==> config.mk <==
export PLATFORM = sky130hd
export DESIGN_NAME = barrel_shifter_pipe
export DESIGN_NICKNAME = d
export VERILOG_FILES = /design/src/rtl/barrel_shifter_pipe.sv
export SDC_FILE = /design/constraint.sdc
export NUM_CORES = 1
export LEC_CHECK = 0
export CAP_MARGIN = 20
export CELL_PAD_IN_SITES_DETAIL_PLACEMENT = 2
export CELL_PAD_IN_SITES_GLOBAL_PLACEMENT = 2
export CORE_UTILIZATION = 32
export CTS_CLUSTER_DIAMETER = 50
export DETAILED_ROUTE_END_ITERATION = 8
export PLACE_DENSITY_LB_ADDON = 0.25
export SYNTH_ARGS = -nofsm -noshare
export SYNTH_HDL_FRONTEND = slang
export SYNTH_SLANG_ARGS = --single-unit
==> constraint.sdc <==
create_clock -name Clock -period 2.8 [get_ports Clock]
set_input_delay 0.28 -clock Clock [delete_from_list [all_inputs] [get_ports Clock]]
set_output_delay 0.28 -clock Clock [all_outputs]
set_load 0.01 [all_outputs]
==> src/rtl/barrel_shifter_pipe.sv <==
// Parametrised barrel shifter with one level per shift-amount bit.
// Levels are registered (PIPE=1) or chained into one output register (PIPE=0).
module barrel_shifter_pipe #(
  parameter int WIDTH   = 16,
  parameter int SHAMT_W = $clog2(WIDTH),
  parameter int PIPE    = 1
) (
  input  logic               Clock,
  input  logic               Reset,
  input  logic               In_Valid,
  output logic               In_Ready,
  input  logic [2:0]         Mode,
  input  logic [SHAMT_W-1:0] Shift_Amount,
  input  logic [WIDTH-1:0]   Data_In,
  output logic               Out_Valid,
  input  logic               Out_Ready,
  output logic [WIDTH-1:0]   Data_Out,
  output logic               Zero,
  output logic               Carry_Out
);

  typedef struct packed {
    logic               vld;
    logic [2:0]         mode;
    logic [SHAMT_W-1:0] amt;
    logic [WIDTH-1:0]   data;
    logic               cy;
    logic               zf;
  } beat_t;

  // The last bit moved out across the whole shift is the one moved out by
  // the highest active level, for shifts and rotates alike.
  function automatic beat_t step(beat_t b, int k);
    beat_t r;
    int    d;
    r = b;
    d = 1 << k;
    if (b.amt[k]) begin
      unique case (b.mode)
        3'b000: begin
          r.data = b.data << d;
          r.cy   = b.data[SHAMT_W'(WIDTH-d)];
        end
        3'b001: begin
          r.data = b.data >> d;
          r.cy   = b.data[SHAMT_W'(d-1)];
        end
        3'b010: begin
          r.data = $signed(b.data) >>> d;
          r.cy   = b.data[SHAMT_W'(d-1)];
        end
        3'b011: begin
          r.data = (b.data << d) | (b.data >> (WIDTH-d));
          r.cy   = b.data[SHAMT_W'(WIDTH-d)];
        end
        3'b100: begin
          r.data = (b.data >> d) | (b.data << (WIDTH-d));
          r.cy   = b.data[SHAMT_W'(d-1)];
        end
        default: r.data = b.data;
      endcase
    end
    r.zf = (r.data == '0);
    return r;
  endfunction

  logic  stall;
  beat_t head;

  assign stall    = Out_Valid & ~Out_Ready;
  assign In_Ready = ~stall;

  always_comb begin
    head      = '0;
    head.vld  = In_Valid & In_Ready;
    head.mode = Mode;
    head.amt  = Shift_Amount;
    head.data = Data_In;
  end

  for (genvar k = 0; k < SHAMT_W; k++) begin : g_lvl
    beat_t stage_in;
    beat_t stage_d;
    beat_t stage_q;

    if (k == 0) begin : g_head
      assign stage_in = head;
    end else begin : g_link
      assign stage_in = g_lvl[k-1].stage_q;
    end

    always_comb stage_d = step(stage_in, k);

    if (PIPE != 0 || k == SHAMT_W-1) begin : g_reg
      // Bubbles still advance valid; payload only loads with a real beat.
      always_ff @(posedge Clock or posedge Reset) begin
        if (Reset) begin
          stage_q <= '0;
        end else if (!stall) begin
          stage_q.vld <= stage_d.vld;
          if (stage_d.vld) stage_q <= stage_d;
        end
      end
    end else begin : g_comb
      assign stage_q = stage_d;
    end
  end

  assign Out_Valid = g_lvl[SHAMT_W-1].stage_q.vld;
  assign Data_Out  = g_lvl[SHAMT_W-1].stage_q.data;
  assign Zero      = g_lvl[SHAMT_W-1].stage_q.zf;
  assign Carry_Out = g_lvl[SHAMT_W-1].stage_q.cy;

endmodule

# --- Yosys cells after proc, flatten, opt, wreduce, memory -nomap -nowiden ---
# Cells that the tools add are included.
classes:
  n_eq_ne: 16
  muxes: 16
  n_bitwise: 11
  reduce_logical: 21
op_table:
  columns: ["cell", "n"]
  rows:
  - ["$pmux W16 S5", 3]
  - ["$mux W26", 4]
  - ["$mux W17", 4]
  - ["$logic_not A16 Y1", 4]
  - ["$pmux W16 S4", 1]
  - ["$eq A3 B2 Y1 const B", 8]
  - ["$or A12 B16 Y16", 1]
  - ["$or A14 B16 Y16", 1]
  - ["$or A15 B16 Y16", 1]
  - ["$or A16 B1 Y16", 1]
  - ["$or A16 B2 Y16", 1]
  - ["$or A16 B4 Y16", 1]
  - ["$or A8 B16 Y16", 1]
  - ["$eq A3 B1 Y1 const B", 4]
  - ["$eq A3 B3 Y1 const B", 4]
  - ["$logic_not A3 Y1", 4]
  - ["$reduce_or A3 Y1", 4]
  - ["$reduce_or A2 Y1", 5]
  - ["$pmux W1 S2", 4]
  - ["$reduce_and A2 Y1", 4]
  - ["$and A1 B1 Y1", 2]
  - ["$not A1 Y1", 2]
word_totals:
  regBits: 104
  inputBits: 27
  out_inout_bits: 20
  wordCells: 88

# --- Longest topological paths before layout ---
logic_depth:
  ltp_word: 6
  depth_mapped: 7
  mapped_depth_nobuf: 6

# --- Least setup slack after synthesis ---
# No wires, ideal clock.
synth_timing:
  path_kind: "register -> register"
  start: "reg g_lvl[3].stage_q, in the netlist Out_Valid"
  end: "reg g_lvl[0].stage_q[20] (netlist name)"
  setup_time_ns: 0.125
  arrival_ns: 1.564
  t_required_ns: 2.675
  setup_slack_ns: 1.112
  stages_incl_launch_ff: 6
  n_path_buf: 1
  period_less_slack_ns: 1.688
  path_cell_list: "dfrtp_1 nor2b_1 clkinv_1 nand2_1 buf_2 mux2_2"
synth_between:
  elab_chain_len: 4
synth_rtl:
  columns: ["element", "line", "rtl"]
  rows:
  - ["start: declaration", "84", "beat_t stage_q;"]
  - ["start signal: assignment", "101", "if (stage_d.vld) stage_q <= stage_d;"]
  - ["$and A1 B1 Y1 (*)", "70", "assign stall = Out_Valid & ~Out_Ready;"]
  - ["$not A1 Y1 (no source line) (*)", null, null]
  - ["named net In_Ready", "11", "output logic In_Ready,"]
  - ["$and A1 B1 Y1", "75", "head.vld = In_Valid & In_Ready;"]
  - ["$reduce_and A2 Y1 (no source line) (*)", null, null]
  - ["end signal: assignment", "101", null]
  - ["end: declaration", "84", null]
# Mark *: on every way through the listed nets, which the timed path passes. The rest lies on a longest branch.
# A chain may end at the register's enable or synchronous reset.

# --- Final worst setup path ---
layout_timing:
  start: "in Mode[0]"
  end: "reg g_lvl[0].stage_q[14] (netlist name)"
layout_between:
  elab_chain_len: 3
  elab_cells_between_ends: 7
  classes_between: "4 x eq/ne; 2 x mux; 1 x reduce/logical"
layout_rtl:
  columns: ["element", "line", "rtl"]
  rows:
  - ["start: declaration", "12", "input logic [2:0] Mode,"]
  - ["$eq A3 B3 Y1 (tied with other cells)", "39", "unique case (b.mode)"]
  - ["$pmux W16 S5 (*)", "39", null]
  - ["$mux W17 (*)", "38", "if (b.amt[k]) begin"]
# Every way passes the cells marked *; elsewhere a longest branch is shown, timed or not.

==> metrics.md <==
| Metric | Value |
|---|---|
| Outcome | finished clean |
| Sequential element share of the synthesized area | 0.4214 |
| # fillers | 1745 |
| Clock period minus worst slack | 2.116 ns |
| Routed len/inst | 20.44 um |
| Postcts setup bufs | 0 |
| Number of synthesized flops with an enable pin | 0 |
| Max VDD drop | 396.3 uV |
| GPL Wtd Cong | 0.7805 |
| Clock power share | 0.162 |
| Int Pwr | 4.052 mW |
| Reg2reg end | g_lvl[1].stage_q[17]$_DFFE_PP0P_ |
| Leading area contributor after synthesis | dfrtp_1 |
| Cts hold-fix bufs | 0 |
| First-pass GRT wire length | 27.10 mm |
| Max-slew violations | 0 |
| R2r startpoint | g_lvl[0].stage_q[22]$_DFFE_PP0P_ |
| Crit-path cells | clkdlybuf4s50_1, xnor2_2, mux2_2, o32ai_1, o2bb2ai_1, o21ai_0 |
| Fmax achieved | 472.6 MHz |
| Period utilization | 0.7557 |
| Vias | 4612 |
| Slew headroom | 0.4385 |
| Die Area | 16850 um2 |
| Worst EP required | 3.01 ns |
| CTS clk-pin slew, worst paths | 0.07 ns |
| Root Buffer Master | clkbuf_16 |
| Tightest Pin Transition | 0.8335 ns |
| Global route overflow | 0 |
| CTS tree | yes |
| Maxcap violations | 0 |
| Largest stage delay, worst path | 0.69 ns |
| Gate power share | 0.470 |
| Die width | 129.8 um |
| Clock sinks | 88 |
| Synth top area cells | dfrtp_1 (42%), mux2_2 (11%), o2bb2ai_1 (6.2%) |
| FF/Latch Area | 2202 um2 |
| Post-synth ARST share | 1.000 |
| Placed instance area | 5902 um2 |
| I/O Buffers | 46 |
| Critical path data arrival time | 2.33 ns |
| Dpl ws | 0.3799 ns |
| Syn Area/Cell | 9.333 um2 |
| CP startpoint kind | input port |
| Family with the most delay on the worst path | XOR/XNOR gates |
| Hold WC Path Type | in -> async |
| Starting Density | 0.3290 |
| Htree depth | 3 |
| Final WS setup | 0.6839 ns |
| Post-DRT Antenna Nets | 0 |
| Commonest cells post-synth | dfrtp_1 (88), nand2_1 (81), o21ai_0 (53), mux2_2 (50), o2bb2ai_1 (37) |
| Top-count cell post-synth | dfrtp_1 |
| Critical-path top delay cell | xnor2_2 |
| Mapped Area | 5226 um2 |
| Ports | 47 |
| Top-area cell type share of the netlist area | 0.4214 |
| Final setup fails | 0 |
| WS Path Type | in -> reg |
| Setup TNS | 0 ns |
| Sw Ratio | 0.4356 |
| Fin nets | 615 |
| Final wirelength | 16.53 mm |
| Bufs and invs on worst path | 1 |
| Rows | 46 |
| Layout cells sized above 1 | 0.1585 |
| Primary FF master, synth | dfrtp_1 |
| Final Core Density | 0.3890 |
| Multi-input logic area | 2781 um2 |
| Post-layout total power | 7.179 mW |
| Yosys cell types | 53 |
| R2r setup slk | 0.74 ns |
| Pin count of the biggest net entering global routing | 46 |
| Diodes inserted | 0 |
| DR vias/cell | 5.701 |
| CORE AREA | 15890 um2 |
| PwrDens | 1162 nW/um2 |
| Drt drc | 0 |
| Hold_ws | 0.3792 ns |
| Crit-path max FO | 14 |
| Die Y | 129.8 um |
| Initial antenna violation count | 0 |
| Mapped Cells | 560 |
| DP Wirelength | 12.06 mm |
| Post-cts sizing count | 0 |
| Fin cells | 809 |
| DRT Pass-1 Iters | 4 |
| Buffers from clock root to sink, at most | 2 |
| RSZ-0062 raised after global routing | no |
| Clock skew | 0.007339 ns |
| Cells after DPL | 793 |
| Synth-to-Final Area Change | 18.24% |
| Final Hold Vio Count | 0 |
| Clock latency on the worst-skew pair | 0.36 ns |
| Ys Warns | 0 |
| Net Sw Power | 3.128 mW |
| DR iter-0 viols | 304 |
| CTS Buf Count | 9 |
| Element type at the critical path end | flip-flop |
| Vias in the first global route | 4869 |
| Worst R2R Path Depth | 4 |
| Final Cell Area | 6180 um2 |
| FF+latch count, synth | 88 |
| Reg power frac | 0.367 |
| Leakage | 2.437 nW |
| Mapped Nets | 587 |
| Total GRT Usage | 0.2097 |
==> power groups by stage <==
stage / combinational [mW] / clock (mW) / sequential [mW]
6_report: 3.38 / 1.16 / 2.64
3_3_place_gp: 3.23 / 0 / 2.61
2_1_floorplan: 2.50 / 0 / 2.29
5_1_grt: 3.74 / 1.23 / 2.73
3_5_place_dp: 3.39 / 0 / 2.65
4_1_cts: 3.41 / 1.19 / 2.64
==> cell type report <==
| type | count | share of cell area |
|---|---|---|
| Clock buffer | 14 | 0.04272 |
| Clock inverter | 2 | 0.002227 |
| Inverter | 9 | 0.005669 |
| Multi-Input combinational cell | 417 | 0.4501 |
| Sequential cell | 88 | 0.3563 |
| Tap cell | 216 | 0.04373 |
| Timing Repair Buffer | 63 | 0.09921 |
==> logic make-up (layout without fill, tap and decap cells) <==
| logic type | after synthesis | after routing | synth area share |
|---|---|---|---|
| buffers and inverters | 55 | 88 | 0.04644 |
| flip-flops | 88 | 88 | 0.4214 |
| XOR/XNOR | 7 | 7 | 0.01461 |
| multiplexers | 54 | 54 | 0.1154 |
| AO/OA/AOI/OAI | 221 | 221 | 0.2918 |
| AND/OR/NAND/NOR | 135 | 135 | 0.1104 |
==> placed cells by master (no fill, tap or decap), types with 2 or more instances in the layout <==
master,netlist,final
o22a_1,2,2
clkinv_2,0,2
o32ai_1,23,23
nor3_1,3,3
or2_2,5,5
nand2_1,81,81
clkbuf_8,0,2
nor2b_1,3,3
mux2_2,50,50
mux2i_1,4,4
or4_1,2,2
o22ai_1,17,17
a21boi_0,2,2
buf_12,0,2
a22o_1,11,11
a22oi_1,12,12
o2111ai_1,2,2
clkdlybuf4s50_1,0,46
xor2_1,2,2
a211oi_1,3,3
o21ai_0,53,53
a21oi_1,19,19
xnor2_2,2,2
dfrtp_1,88,88
clkbuf_1,28,3
a21boi_2,2,2
o21ai_1,17,17
nor2_1,29,29
inv_1,8,7
buf_4,4,15
o31ai_1,8,8
a21o_1,2,2
and2_1,3,3
clkbuf_16,0,9
o2bb2ai_1,37,37
a31oi_1,2,2
xnor2_1,3,3
nand2b_1,3,3
==> registers in the layout, indices dropped and copies added (netlist names) <==
name	cells
Data_Out	16
Out_Valid	1
Zero	1
g_lvl.stage_q	69
Carry_Out	1
==> worst max path at each step <==
stage	startpoint	to	slack [ns]	depth (start not counted)
6_report	Mode[0]	g_lvl[0].stage_q[14]$_DFFE_PP0P_	0.68	6
3_5_place_dp	Mode[0]	g_lvl[0].stage_q[12]$_DFFE_PP0P_	0.38	6
4_1_cts	Mode[0]	g_lvl[0].stage_q[14]$_DFFE_PP0P_	0.70	6
3_3_place_gp	Mode[0]	g_lvl[0].stage_q[13]$_DFFE_PP0P_	0.47	6
2_1_floorplan	Reset	Carry_Out$_DFFE_PP0P_	0.24	1
5_1_grt	Mode[0]	g_lvl[0].stage_q[14]$_DFFE_PP0P_	0.59	6
==> routing by layer <==
layer  GRT usage  routed length [um]  vias up
met5           0                   0        -
met4     0.07798                 308        0
met3     0.02788                 340       20
met2      0.3514                7971       56
met1      0.2760                7913     2383
li1            -                   -     2153
(Power assumes the default switching activity.)
